File: src/rtl/microcode_seq_if.sv
// Signal bundle between the instruction sequencer, the memory interface and the microcode ROM.
// The sequencer connects through the master modport; the memory/ROM/interrupt side uses slave.
interface microcode_seq_if;
    logic [7:0] mem_data;
    logic       mem_ready;
    logic       ctrl_done;
    logic       ctrl_mem;
    logic       irq_pending;
    logic       ime;
    logic [8:0] ucode_addr;
    logic [2:0] step;
    logic       exec_valid;
    logic       fetch_req;
    logic       irq_ack;
    logic       halted;
    logic       seq_err;

    modport master (
        input  mem_data, mem_ready, ctrl_done, ctrl_mem, irq_pending, ime,
        output ucode_addr, step, exec_valid, fetch_req, irq_ack, halted, seq_err
    );

    modport slave (
        output mem_data, mem_ready, ctrl_done, ctrl_mem, irq_pending, ime,
        input  ucode_addr, step, exec_valid, fetch_req, irq_ack, halted, seq_err
    );
endinterface

File: src/rtl/microcode_seq.sv
// Microcode instruction sequencer: opcode fetch, 0xCB prefix folding, step counting, interrupt dispatch.
// Define MICROSEQ_HALT_EN to build the HALT state; otherwise 0x76 runs as an ordinary instruction.
module microcode_seq (
    input  logic            clk,
    input  logic            rst,
    microcode_seq_if.master bus
);
    localparam logic [8:0] INT_OPCODE    = 9'h12A;
    localparam logic [7:0] PREFIX_OPCODE = 8'hCB;
    localparam logic [2:0] MAX_STEP      = 3'd7;

`ifdef MICROSEQ_HALT_EN
    localparam logic [7:0] HALT_OPCODE   = 8'h76;
    typedef enum logic [2:0] {IDLE, FETCH, FETCH_CB, EXEC, HALT} state_t;
`else
    typedef enum logic [1:0] {IDLE, FETCH, FETCH_CB, EXEC} state_t;
`endif

    state_t     state_reg;
    logic [8:0] addr_reg;
    logic [2:0] step_reg;
    logic       exec_valid_reg;
    logic       fetch_req_reg;
    logic       irq_ack_reg;
    logic       seq_err_reg;
    // Tracks the dispatch pseudo-instruction explicitly: 9'h12A is also a legal CB-page index.
    logic       dispatch_reg;

    logic mem_stall;
    logic step_last;
    logic take_irq;

    assign mem_stall = bus.ctrl_mem && !bus.mem_ready;
    assign step_last = (step_reg == MAX_STEP);
    assign take_irq  = bus.irq_pending && bus.ime && !dispatch_reg;

`ifdef MICROSEQ_HALT_EN
    logic halted_reg;
    assign bus.halted = halted_reg;
`else
    assign bus.halted = 1'b0;
`endif

    always_ff @(posedge clk or posedge rst) begin
        if (rst) begin
            state_reg      <= IDLE;
            addr_reg       <= '0;
            step_reg       <= '0;
            exec_valid_reg <= 1'b0;
            fetch_req_reg  <= 1'b0;
            irq_ack_reg    <= 1'b0;
            seq_err_reg    <= 1'b0;
            dispatch_reg   <= 1'b0;
`ifdef MICROSEQ_HALT_EN
            halted_reg     <= 1'b0;
`endif
        end else begin
            irq_ack_reg <= 1'b0;
            case (state_reg)
                IDLE: begin
                    state_reg     <= FETCH;
                    fetch_req_reg <= 1'b1;
                end
                FETCH, FETCH_CB: begin
                    if (bus.mem_ready) begin
                        if (state_reg == FETCH && bus.mem_data == PREFIX_OPCODE) begin
                            state_reg <= FETCH_CB;
                        end else begin
                            state_reg      <= EXEC;
                            addr_reg       <= {(state_reg == FETCH_CB), bus.mem_data};
                            step_reg       <= '0;
                            fetch_req_reg  <= 1'b0;
                            exec_valid_reg <= 1'b1;
                            dispatch_reg   <= 1'b0;
                        end
                    end
                end
                EXEC: begin
                    if (!mem_stall) begin
                        // Running off the last step is reported, then handled like a normal end.
                        if (bus.ctrl_done || step_last) begin
                            if (!bus.ctrl_done) begin
                                seq_err_reg <= 1'b1;
                            end
                            if (take_irq) begin
                                addr_reg     <= INT_OPCODE;
                                step_reg     <= '0;
                                irq_ack_reg  <= 1'b1;
                                dispatch_reg <= 1'b1;
`ifdef MICROSEQ_HALT_EN
                            end else if (addr_reg == {1'b0, HALT_OPCODE}) begin
                                state_reg      <= HALT;
                                exec_valid_reg <= 1'b0;
                                halted_reg     <= 1'b1;
`endif
                            end else begin
                                state_reg      <= FETCH;
                                exec_valid_reg <= 1'b0;
                                fetch_req_reg  <= 1'b1;
                            end
                        end else begin
                            step_reg <= step_reg + 3'd1;
                        end
                    end
                end
`ifdef MICROSEQ_HALT_EN
                HALT: begin
                    if (bus.irq_pending) begin
                        halted_reg <= 1'b0;
                        if (bus.ime) begin
                            state_reg      <= EXEC;
                            exec_valid_reg <= 1'b1;
                            addr_reg       <= INT_OPCODE;
                            step_reg       <= '0;
                            irq_ack_reg    <= 1'b1;
                            dispatch_reg   <= 1'b1;
                        end else begin
                            state_reg     <= FETCH;
                            fetch_req_reg <= 1'b1;
                        end
                    end
                end
`endif
                default: state_reg <= IDLE;
            endcase
        end
    end

    assign bus.ucode_addr = addr_reg;
    assign bus.step       = step_reg;
    assign bus.exec_valid = exec_valid_reg;
    assign bus.fetch_req  = fetch_req_reg;
    assign bus.irq_ack    = irq_ack_reg;
    assign bus.seq_err    = seq_err_reg;
endmodule

File: src/flat_wrapper.sv
// flat-port wrapper written by rule: the top's interface ports become plain ports
module microcode_seq_flat 
  (clk, rst, bus_mem_data, bus_mem_ready, bus_ctrl_done, bus_ctrl_mem, bus_irq_pending, bus_ime, bus_ucode_addr, bus_step, bus_exec_valid, bus_fetch_req, bus_irq_ack, bus_halted, bus_seq_err);
  microcode_seq_if bus_i ();
  input  logic clk;
  input  logic rst;
  input wire logic [$bits(bus_i.mem_data)-1:0] bus_mem_data;
  input wire logic [$bits(bus_i.mem_ready)-1:0] bus_mem_ready;
  input wire logic [$bits(bus_i.ctrl_done)-1:0] bus_ctrl_done;
  input wire logic [$bits(bus_i.ctrl_mem)-1:0] bus_ctrl_mem;
  input wire logic [$bits(bus_i.irq_pending)-1:0] bus_irq_pending;
  input wire logic [$bits(bus_i.ime)-1:0] bus_ime;
  output wire logic [$bits(bus_i.ucode_addr)-1:0] bus_ucode_addr;
  output wire logic [$bits(bus_i.step)-1:0] bus_step;
  output wire logic [$bits(bus_i.exec_valid)-1:0] bus_exec_valid;
  output wire logic [$bits(bus_i.fetch_req)-1:0] bus_fetch_req;
  output wire logic [$bits(bus_i.irq_ack)-1:0] bus_irq_ack;
  output wire logic [$bits(bus_i.halted)-1:0] bus_halted;
  output wire logic [$bits(bus_i.seq_err)-1:0] bus_seq_err;
  assign bus_i.mem_data = bus_mem_data;
  assign bus_i.mem_ready = bus_mem_ready;
  assign bus_i.ctrl_done = bus_ctrl_done;
  assign bus_i.ctrl_mem = bus_ctrl_mem;
  assign bus_i.irq_pending = bus_irq_pending;
  assign bus_i.ime = bus_ime;
  assign bus_ucode_addr = bus_i.ucode_addr;
  assign bus_step = bus_i.step;
  assign bus_exec_valid = bus_i.exec_valid;
  assign bus_fetch_req = bus_i.fetch_req;
  assign bus_irq_ack = bus_i.irq_ack;
  assign bus_halted = bus_i.halted;
  assign bus_seq_err = bus_i.seq_err;
  microcode_seq u_core (.clk(clk), .rst(rst), .bus(bus_i));
endmodule
File: config.mk
export PLATFORM = sky130hd
export DESIGN_NAME = microcode_seq_flat
export DESIGN_NICKNAME = d
export VERILOG_FILES = /design/src/rtl/microcode_seq_if.sv /design/src/rtl/microcode_seq.sv /design/src/flat_wrapper.sv
export SDC_FILE = /design/constraint.sdc
export NUM_CORES = 1
export LEC_CHECK = 0
export CAP_MARGIN = 20
export CORE_ASPECT_RATIO = 0.7
export CORE_MARGIN = 1.5
export CORE_UTILIZATION = 48
export CTS_CLUSTER_DIAMETER = 30
export CTS_CLUSTER_SIZE = 10
export DETAILED_ROUTE_END_ITERATION = 10
export PLACE_DENSITY = 0.83
export SLEW_MARGIN = 5
export SYNTH_ARGS = -nofsm -noshare
export SYNTH_HDL_FRONTEND = slang
export SYNTH_SLANG_ARGS = --single-unit
export TNS_END_PERCENT = 100
File: constraint.sdc
create_clock -name clk -period 5.33 [get_ports clk]
set_clock_uncertainty 0.15 [all_clocks]
set_input_delay 1.3325 -clock clk [delete_from_list [all_inputs] [get_ports clk]]
set_output_delay 1.3325 -clock clk [all_outputs]
set_load 0.03 [all_outputs]
Yosys cells after proc, flatten, opt, wreduce, memory -nomap -nowiden
Index checks and enable logic that the tools add are counted.

Register bits after elaboration: 19. Input bits: 15. RAM bits: 0. Bits in read-only memories: 0. Logic and storage cells: 77. Latch bits: 0. Output and inout port bits: 17. Memories kept: 0.

Shift-type cells: 0. Add/subtract/negate cells: 1. Bitwise operators: 2. Multiply operators: 0. Eq/ne operators: 12. $lt $le $gt $ge: 0. Multiplexer cells: 38. Div/mod/pow operators: 0. Reductions and logical operators: 16.

Operators with widths (number): 9-bit 2-to-1 mux (5); 1-bit 2-to-1 mux (18); 9-bit case mux with 2 select lines (1); 3-bit 2-to-1 mux (5); 6-bit AND reduction (2); 5-bit AND reduction (2); 8-bit equality test (second input constant) (1); 2-bit 2-to-1 mux (4); 2-bit != test (second input constant) (4); 4-bit AND reduction (2); 2-bit case mux with 3 select lines (1); 3-bit case mux with 2 select lines (1); 2-bit equality test (second input constant) (2); 1-bit logical AND (4); 2-bit by 1-bit != test with 1-bit output (second input constant) (2); 1-bit case mux with 2 select lines (2); 3-bit by 1-bit adder with 3-bit output (second input constant) (1); 3-bit equality test (second input constant) (1); 3-bit by 2-bit != test with 1-bit output (second input constant) (1); 1-bit case mux with 3 select lines (1); 2-bit by 1-bit equality test with 1-bit output (second input constant) (1); 1-bit logical NOT (2); 2-bit logical NOT (1); 1-bit inverter (2); other kinds (3) (3).

Logic depth before layout (Yosys ltp)
Word-level depth: 6. Depth in mapped cells: 7. Depth with buffers taken out: 6.

Worst setup path after synthesis
No wires, ideal clock.

Path type: input port to flip-flop. Start: input bus_mem_data[2]. End: register u_core.addr_reg[0], in the netlist u_core.bus.ucode_addr[0]. Slack: 2.799 ns. Path buffers: 1. Arrival time: 2.260 ns. Library setup time: 0.121 ns. Data required time: 5.059 ns. Stages: 5. Cells stage by stage: nand4b_1 nor4_2 buf_4 nor2_2 a22o_1.

Longest elaborated chain between the ends: 4.

Ends and longest elaborated chain: start: declaration (RTL line flat_wrapper.sv:7) `input wire logic [$bits(bus_i.mem_data)-1:0] bus_mem_data;`; 8-bit equality test (RTL line microcode_seq.sv:66) `if (state_reg == FETCH && bus.mem_data == PREFIX_OPCODE) begin`; 1-bit logical AND (RTL line microcode_seq.sv:66); 2-bit != test (no line); 6-bit AND reduction (no line); end signal: assignment (RTL line microcode_seq.sv:70) `addr_reg <= {(state_reg == FETCH_CB), bus.mem_data};`; end: declaration (RTL line microcode_seq.sv:20) `logic [8:0] addr_reg;`.

No other way between the ends. A chain may end at the register's enable or synchronous reset.

Final worst setup path
Start: register u_core.step_reg[0], in the netlist u_core.bus.step[0]. End: output bus_step[0].

RTL lines: start: declaration (RTL line microcode_seq.sv:21) `logic [2:0] step_reg;`; start signal: assignment (RTL line microcode_seq.sv:102) `step_reg <= step_reg + 3'd1;`; end: declaration (RTL line flat_wrapper.sv:14) `output wire logic [$bits(bus_i.step)-1:0] bus_step;`.

No word-level cell between the ends.

==> reports/results.ini <==
[routing]
firstDrtPassIters=4
routedWlPerCell_microns=16.3
ant_nets=0
drc_errors=0
viasPerCell=5.70
vias=809
drt_iter0_drc=44
wl_mm=2.32

[finish]
post-route-util_pct=69.4
antenna_cells=0
final.fill_count=161
syn_to_final_growth_pct=33.5
nNetsFinal=141
final_cell_mix=clkdlybuf4s50_1 (30), dfrtp_1 (19), inv_1 (7), nand2_1 (6), a22o_1 (6)
final_common_cell=clkdlybuf4s50_1
largest_reg_flops=9
drive_above_1_share_pct=10.8

[timing]
finalCritPeriodShare_pct=54.4
fmax_mhz=345
tns_ns=0
finalHoldViolations=0
whs_ns=0.331
setup-violations-final=0
min_period_ns=2.90
setup_ws_ns=2.43
worst_pin_slew_ns=0.697
slew_headroom_pct=53.5
rsz0062_at_grt=false
slew_viol_final=0

[global_route]
antenna_found_initial=0
grt_use_total_pct=22.0
first_global_vias=724
grt_overflow=0
grt_max_degree=20
grt_pass1_wl_mm=3.60

[setup_path]
cp_max_fo=5
r2r_cells=5
critPathCaptureType=output pin
cp-startpoint=u_core.bus.step[0]
r2r_slack_ns=3.11
crit_type=reg2out
critPathArrivalTime_ns=1.42
path_delay_family=buffers and inverters
slowest_delay_ns=0.70
path_cells=clkdlybuf4s50_1
crit_buf_inv=1
critPathSlowestCell=clkdlybuf4s50_1
timing.rr.end=u_core.bus.ucode_addr[7]
worst-endpoint-required_ns=3.85
r2r-start=u_core.state_reg[1]
start_kind=flop

[floorplanning]
fp.coreArea_sq_um=1900
rows=13
die_area_sq_um=2350
io_pins=32
start_util_pct=52.0
die_h_microns=41.0
die_x_microns=57.3

[synth]
synth-seq-area-share_pct=48.0
ys_ff_latch=19
synth_cell_types=34
syn_inst=89
synth_nets=109
avgSynthCellArea_sq_um=11.1
synth_top_area_share_pct=48.0
ys.flop_type=dfrtp_1
synth_area_leader_cell=dfrtp_1
synth_area_leaders=dfrtp_1 (48%), ha_1 (6.3%), a22o_1 (5.3%), o22a_1 (3.5%), inv_1 (2.7%)
postSynth.asyncResetShare_pct=100
synth_edf_count=0
synth_warnings=0
syn_area_sq_um=990

[cts]
clkSinkCount=19
cts_root_buf=clkbuf_4
htreeDepth=1
tritoncts=yes
cts_resized=0
cts_setup_buffers=0
clk_pin_slew_ns=0.12
numCtsBuffers=3
clock_latency_ns=0.31
clockBufferDepth=2
cts_hold_buf=0

[worst_hold_path]
hold_path_end=u_core.bus.seq_err
hp-class=reg2reg
hold-path-cell-count=1
min_from=u_core.bus.seq_err

[power_and_ir_drop]
power_frac_clock_pct=10.4
power.density_nw_per_um2=536
peakVddDrop_uv=337
swShare_pct=43.0
p_int_mw=0.404
p_seq_share_pct=33.3
p_sw_mw=0.304
combPwrFrac_pct=56.3
power_leakage_nw=0.599

[place]
dp_hpwl_mm=1.72
place_ws_ns=1.74
io_buffer_count=30
gp_congestion=0.915

[run_status]
status=completed

[run]
max-cap-violations=0

## how the worst max path moves through the flow
| stage | endpoint | slack, ns | cells after the start |
|---|---|---|---|
| global placement | u_core.bus.ucode_addr[7] | 1.83 | 5 |
| global route | bus_step[0] | 2.38 | 1 |
| CTS | u_core.bus.ucode_addr[7] | 2.04 | 5 |
| finish | bus_step[0] | 2.43 | 1 |
| detailed placement | u_core.bus.ucode_addr[0] | 1.74 | 5 |
| floorplan | u_core.bus.ucode_addr[0] | 2.80 | 5 |
## stage by stage
| step | power (mW) | cells | instance area (sq um) |
|---|---|---|---|
| after global routing | 0.751 | 142 | 1320 |
| after global placement | 0.621 | 137 | 1290 |
| after floorplan | 0.491 | 89 | 990 |
| after detailed placement | 0.633 | 137 | 1290 |
| after CTS | 0.710 | 141 | 1310 |
| final | 0.708 | 142 | 1320 |
## cells by family (layout without fill, tap and decap cells)
| kind of cell | Yosys count | in the layout | share of synthesized area (%) |
|---|---|---|---|
| AOI/OAI and AO/OA | 27 | 27 | 23.1 |
| adders and majority gates | 5 | 5 | 6.32 |
| buffers and inverters | 11 | 42 | 5.81 |
| DFF | 19 | 19 | 48.0 |
| muxes | 1 | 1 | 1.01 |
| other | 1 | 1 | 0.379 |
| and+or+nand+nor | 25 | 25 | 15.3 |
## cell type report
type                       count  area [sq um]  area share, %
clock inverter                 1          5.00          0.379
multi-input combinational     59           457           34.6
timing repair buffer          31           308           23.3
tap                           22          27.5           2.08
clock buffer                   3          22.5           1.70
inverter                       7          26.3           1.99
sequential                    19           475           36.0
## routing by layer
metal | vias up | track usage, % | routed length, microns
li1 | 388 | - | -
met1 | 388 | 32.4 | 1140
met4 | 0 | 5.23 | 12
met3 | 2 | 6.94 | 148
met2 | 31 | 31.0 | 1020
met5 | - | 0 | 0
## cell usage after synthesis, types with 3 or more instances
cell     count
ha_1         5
o31ai_1      3
inv_1        7
nand2_1      6
nor2_1       3
a22o_1       6
o22a_1       4
o21ai_0      3
dfrtp_1     19
## power by group through the flow
stage	Clock, mW	Sequential (mW)	Combinational, mW
final	0.0739	0.236	0.399
after CTS	0.0754	0.235	0.399
after global placement	0	0.236	0.385
after floorplan	0	0.328	0.163
after detailed placement	0	0.237	0.397
after global routing	0.0820	0.244	0.425
No activity file was read; power rests on OpenSTA's default activity.
